--- config.mk ---
export PLATFORM = sky130hd
export DESIGN_NAME = firing_control
export DESIGN_NICKNAME = d
export VERILOG_FILES = /design/src/rtl/firing_pkg.sv /design/src/rtl/trigger_debouncer.sv /design/src/rtl/firing_control.sv
export SDC_FILE = /design/constraint.sdc
export NUM_CORES = 1
export LEC_CHECK = 0
export ABC_AREA = 1
export BUFFER_PORTS_ARGS = -buffer_cell sky130_fd_sc_hd__buf_2
export CAP_MARGIN = 20
export CORE_MARGIN = 4
export CORE_UTILIZATION = 55
export CTS_BUF_LIST = sky130_fd_sc_hd__clkbuf_4 sky130_fd_sc_hd__clkbuf_8 sky130_fd_sc_hd__clkbuf_16
export CTS_CLUSTER_DIAMETER = 150
export DETAILED_ROUTE_END_ITERATION = 10
export PLACE_DENSITY_LB_ADDON = 0.15
export SYNTH_ARGS = -nofsm -noshare
export SYNTH_HDL_FRONTEND = slang
export SYNTH_SLANG_ARGS = --single-unit
--- constraint.sdc ---
create_clock -name clk -period 1.55 [get_ports clk]
set_clock_uncertainty 0.15 [all_clocks]
set_input_delay 0.0775 -clock clk [delete_from_list [all_inputs] [get_ports clk]]
set_output_delay 0.0775 -clock clk [all_outputs]
set_load 0.02 [all_outputs]
--- src/rtl/firing_pkg.sv ---
// Shared encodings between the firing control FSM and the firing datapath.
package firing_pkg;

    // Commands driven onto the datapath control bus
    localparam logic [2:0] CTRL_RELOAD = 3'b000;
    localparam logic [2:0] CTRL_HOLD   = 3'b001;
    localparam logic [2:0] CTRL_SHOT   = 3'b011;

    typedef logic [3:0] state_t;

    // Control FSM state encoding
    localparam state_t ST_WAIT     = 4'd0;
    localparam state_t ST_ARMED    = 4'd1;
    localparam state_t ST_FIRE     = 4'd2;
    localparam state_t ST_FLASH    = 4'd3;
    localparam state_t ST_CHECK    = 4'd4;
    localparam state_t ST_EVAL     = 4'd5;
    localparam state_t ST_END_HIT  = 4'd6;
    localparam state_t ST_END_MISS = 4'd7;
    localparam state_t ST_COOLDOWN = 4'd8;

    // Datapath command issued while sitting in a given state
    function automatic logic [2:0] control_of(input state_t st);
        logic [2:0] ctrl;
        case (st)
            ST_FIRE:  ctrl = CTRL_SHOT;
            ST_CHECK: ctrl = CTRL_RELOAD;
            default:  ctrl = CTRL_HOLD;
        endcase
        return ctrl;
    endfunction

endpackage

--- src/rtl/trigger_debouncer.sv ---
// Gun button conditioning: 2-flop synchronizer, debounce counter and
// registered rising-edge pulse of the debounced level.
module trigger_debouncer #(
    parameter logic [15:0] DEBOUNCE_CYCLES = 16'd50000
) (
    input  logic clk,
    input  logic reset_n,
    input  logic raw,
    output logic level,
    output logic rise
);

    logic        sync_q1;
    logic        sync_q2;
    logic        level_d;
    logic [15:0] cnt_q;
    logic [15:0] cnt_d;

    // Counter reloads while the synchronized input agrees with the level, so a
    // flip needs DEBOUNCE_CYCLES consecutive disagreeing cycles.
    always_comb begin
        level_d = level;
        cnt_d   = cnt_q;
        if (sync_q2 == level) begin
            cnt_d = DEBOUNCE_CYCLES - 16'd1;
        end else if (cnt_q == 16'd0) begin
            level_d = sync_q2;
            cnt_d   = DEBOUNCE_CYCLES - 16'd1;
        end else begin
            cnt_d = cnt_q - 16'd1;
        end
    end

    // Synchronizer, debounce state and edge pulse registers
    always_ff @(posedge clk or negedge reset_n) begin
        if (!reset_n) begin
            sync_q1 <= 1'b0;
            sync_q2 <= 1'b0;
            cnt_q   <= 16'd0;
            level   <= 1'b0;
            rise    <= 1'b0;
        end else begin
            sync_q1 <= raw;
            sync_q2 <= sync_q1;
            cnt_q   <= cnt_d;
            level   <= level_d;
            rise    <= level_d & ~level;
        end
    end

endmodule

--- src/rtl/firing_control.sv ---
// Shot sequencing FSM: arms on a new round, fires on a debounced trigger
// press, shows the flash, reloads, evaluates the result and paces retries.
module firing_control
    import firing_pkg::*;
#(
    parameter logic [15:0] DEBOUNCE_CYCLES = 16'd50000,
    parameter logic [15:0] FLASH_CYCLES    = 16'd3000,
    parameter logic [15:0] COOLDOWN_CYCLES = 16'd6000
) (
    input  logic       clk,
    input  logic       reset_n,
    input  logic       trigger,
    input  logic       round_start,
    input  logic       is_shot,
    input  logic       escape,
    input  logic [1:0] remaining_shots,
    output logic [2:0] control,
    output logic       leave,
    output logic       shot_flash,
    output logic       hit,
    output logic       missed,
    output logic       busy
);

    state_t      state_q;
    state_t      state_d;
    logic [15:0] cnt_q;
    logic [15:0] cnt_d;
    logic        trig_level;
    logic        trig_rise;
    logic        fire_req;

    trigger_debouncer #(
        .DEBOUNCE_CYCLES(DEBOUNCE_CYCLES)
    ) u_trigger_debouncer (
        .clk    (clk),
        .reset_n(reset_n),
        .raw    (trigger),
        .level  (trig_level),
        .rise   (trig_rise)
    );

    // A rise is always accompanied by a high level; gating on both keeps any
    // stale pulse from firing after a release.
    assign fire_req = trig_rise & trig_level;

    // Next-state and dwell-counter logic; counters load on entry and stop at 0
    always_comb begin
        state_d = state_q;
        cnt_d   = cnt_q;
        case (state_q)
            ST_WAIT: begin
                if (round_start) state_d = ST_ARMED;
            end
            ST_ARMED: begin
                // Out of ammo: skip straight to reload/evaluate
                if (remaining_shots == 2'd0) state_d = ST_CHECK;
                else if (fire_req)           state_d = ST_FIRE;
            end
            ST_FIRE: begin
                state_d = ST_FLASH;
                cnt_d   = FLASH_CYCLES - 16'd1;
            end
            ST_FLASH: begin
                if (cnt_q == 16'd0) state_d = ST_CHECK;
                else                cnt_d   = cnt_q - 16'd1;
            end
            ST_CHECK: begin
                state_d = ST_EVAL;
            end
            ST_EVAL: begin
                if (is_shot) begin
                    state_d = ST_END_HIT;
                end else if (escape) begin
                    state_d = ST_END_MISS;
                end else begin
                    state_d = ST_COOLDOWN;
                    cnt_d   = COOLDOWN_CYCLES - 16'd1;
                end
            end
            ST_END_HIT, ST_END_MISS: begin
                state_d = ST_WAIT;
            end
            ST_COOLDOWN: begin
                if (cnt_q == 16'd0) state_d = ST_ARMED;
                else                cnt_d   = cnt_q - 16'd1;
            end
            default: begin
                state_d = ST_WAIT;
            end
        endcase
    end

    // State, counter and outputs; outputs are decoded from the next state so
    // they line up with the registered state they describe.
    always_ff @(posedge clk or negedge reset_n) begin
        if (!reset_n) begin
            state_q    <= ST_WAIT;
            cnt_q      <= 16'd0;
            control    <= CTRL_HOLD;
            leave      <= 1'b0;
            shot_flash <= 1'b0;
            hit        <= 1'b0;
            missed     <= 1'b0;
            busy       <= 1'b0;
        end else begin
            state_q    <= state_d;
            cnt_q      <= cnt_d;
            control    <= control_of(state_d);
            leave      <= (state_d == ST_END_HIT) || (state_d == ST_END_MISS);
            shot_flash <= (state_d == ST_FLASH);
            hit        <= (state_d == ST_END_HIT);
            missed     <= (state_d == ST_END_MISS);
            busy       <= (state_d != ST_WAIT);
        end
    end

endmodule

==> run_results.csv <==
group,metric,value,unit
worst_hold_path,min_path_type,"primary input to flop",
job,max_cap_violations,0,
drt,vias,2688,
critical_path,required,1.60,ns
clocking,cts_root_buffer,"clkbuf_8",
power,power,6.137,mW
drt,wirelength,7.126,mm
timing,period_share,112.4,%
layout,instances_no_fill,523,
placed_design,dp.cells,494,
clocking,cts.path.max_buffers,2,
status,violations,"setup timing",
power,cellPowerDensity,1585,nW/um^2
floorplanning,io_pins,16,
placed_design,port_buffers,14,
global_route,grt_pass1_vias,2555,
yosys,netlist_instances,357,
global_route,grt.total_usage,23.09,%
power,irDropWorstVdd,882.0,uV
yosys,yosysUniqueCellTypes,31,
drt,drt_first_pass_iters,4,
timing,max_freq,0.5742,GHz
status,outcome,"complete, but fails checks",
layout,final_cell_mix,"nand2_1 (85), buf_4 (64), dfrtp_1 (44), nor2_1 (43), inv_1 (31)",
timing,rsz0062_at_grt,"yes",
layout,nets,467,
timing,period_minus_slack,1.742,ns
global_route,met3_usage,5.275,%
timing,hold_ws,0.05884,ns
clocking,clk_latency,0.31,ns
global_route,grt_pass1_wl,11.13,mm
placed_design,dp_hpwl,4.272,mm
layout,area_growth,42.25,%
global_route,busiest_layer,"met2",
critical_path,reg2reg_slack,-0.19,ns
timing,setup_viol,33,
timing,drv_slew,0,
drt,wl_per_cell,13.63,um
global_route,met1_usage,28.64,%
critical_path,cp-end-kind,"flop",
yosys,syn_area_per_cell,7.623,um^2
placed_design,gp_congestion,0.8734,
layout,antenna_cells,0,
timing,finalWorstSetupSlack,-0.1916,ns
power,leakagePower,1.927,nW
yosys,yosysWarnings,0,
floorplanning,initial_core_util,57.24,%
critical_path,crit_start,"cnt_q[0]",
clocking,cts_tree,"yes",
yosys,syn_nets,369,
critical_path,worstSetupPathType,"flop to flop",
layout,drive_gt1_share,40.79,%
floorplanning,die_h,78.34,um
drt,drt_iter0_markers,239,
global_route,grt_overflow,0,
yosys,syn_area,2721,um^2
layout,final_util,81.42,%
global_route,grt_max_degree,48,
yosys,ys_seq_area_share,43.26,%
global_route,use_met2,39.73,%
critical_path,crit_end,"cnt_q[8]",
yosys,ys_ff_latch,47,
floorplanning,dieWidth,78.34,um
timing,totalNegativeSetupSlack,-4.078,ns
critical_path,reg2reg_depth,12,
clocking,cts.reportedPaths.clkPinSlew,0.09,ns
clocking,h-tree-depth,2,
floorplanning,num_rows,25,
floorplanning,dieArea,6137,um^2
drt,postRouteAntennaNets,0,
critical_path,cp-start-kind,"flop",
floorplanning,core_area,4755,um^2
critical_path,rr_startpoint,"cnt_q[0]",
timing,hold_viol_final,0,
clocking,numCtsBuffers,5,
critical_path,r2r_end,"cnt_q[8]",
drt,drcViolationCount,0,
critical_path,worst_ep_arrival_time,1.79,ns
clocking,clock_sinks,47,
drt,via_per_inst,5.140,
layout,layout_commonest_cell,"nand2_1",
global_route,antenna_found_initial,0,
critical_path,crit_fanout,4,
## through the flow
step / instance area (um^2) / worst slack, ns
after floorplan: 2724 / -0.08595
after global placement: 3303 / -0.3400
after detailed placement: 3303 / -0.4116
after CTS: 3555 / -0.1849
after global routing: 3871 / -0.2917
final: 3871 / -0.1916
## registers in the layout, summed over array words and instances, names as in the netlist, 2 cells and up
register                   cells
cnt_q                         16
state_q                        4
control                        2
u_trigger_debouncer.cnt_q     16
## cells in the mapped netlist, drive strengths merged
cell type / number / area share (%)
nand2: 110 / 16
nor2: 63 / 10
dfrtp: 46 / 42
inv: 40 / 5.5
nand3: 35 / 7.6
o21ai: 17 / 4.2
a21oi: 8 / 1.5
nand4: 8 / 2.1
xor2: 8 / 2.6
buf: 4 / 1.4
ha: 4 / 1.8
nor3: 4 / 0.92
or2: 3 / 0.69
xnor2: 3 / 0.97
conb: 1 / 0.14
dfstp: 1 / 0.97
nand3b: 1 / 0.28
nor4: 1 / 0.23
## worst min-delay path by stage
stage	slack [ns]	startpoint	cells past startpoint	to
after floorplan	-0.37	reset_n	0	busy
after global placement	-0.07	reset_n	2	missed
after detailed placement	-0.07	reset_n	2	missed
after CTS	0.04	round_start	5	state_q[0]
after global routing	0.07	round_start	5	state_q[0]
final	0.06	remaining_shots[0]	5	control[1]
## worst max-delay path, stage by stage (launching register included)
cell and delay (ns):
dfrtp_1 0.40, inv_2 0.08, ha_4 0.13, inv_2 0.03, nor2_1 0.07, nand2_1 0.09
nor2_4 0.16, nand3_4 0.10, nand2_4 0.11, nor2_4 0.06, clkbuf_16 0.17, nand2_2 0.06
o21ai_2 0.05
## per-layer routing
| layer | vias to the layer above | routed length [um] |
|---|---|---|
| met4 | 0 | 117 |
| met1 | 1270 | 2926 |
| met2 | 83 | 3696 |
| met3 | 14 | 386 |
| met5 | - | 0 |
| li1 | 1321 | - |
## power by group
group | internal [mW] | leakage (nW) | switching, mW | total, mW
combinational | 1.67 | 1.31 | 2.03 | 3.69
clock | 0.378 | 0.0517 | 0.411 | 0.789
sequential | 1.49 | 0.569 | 0.161 | 1.65
## cell type report
type / count / area (um^2)
Clock inverter: 1 / 5.005
Multi-Input combinational cell: 267 / 1594
Inverter: 40 / 153.9
Timing Repair Buffer: 94 / 764.5
Fill cell: 293 / 883.3
Sequential cell: 47 / 1180
Clock buffer: 7 / 90.09
Tap cell: 67 / 83.83
## cells by family after synthesis
family                     Yosys count  synth area share, %
other                                1               0.1378
AOI/OAI and AO/OA                   25                5.701
DFF                                 47                43.26
buffers and inverters               44                6.896
and+or+nand+nor                    225                38.62
adders and majority gates            4                1.839
xor gates and xnor gates            11                3.541
## timing repair
item / CTS / global route
buffers inserted: 4 / 11
setup endpoints to repair: 25 / 39
pin swaps: 8 / 21
hold buffers: 4 / 0
gates resized for setup: 19 / 60
endpoints found under the hold margin: 51 / 0
cloned: 1 / 1
No activity file was read; power rests on OpenSTA's default activity.
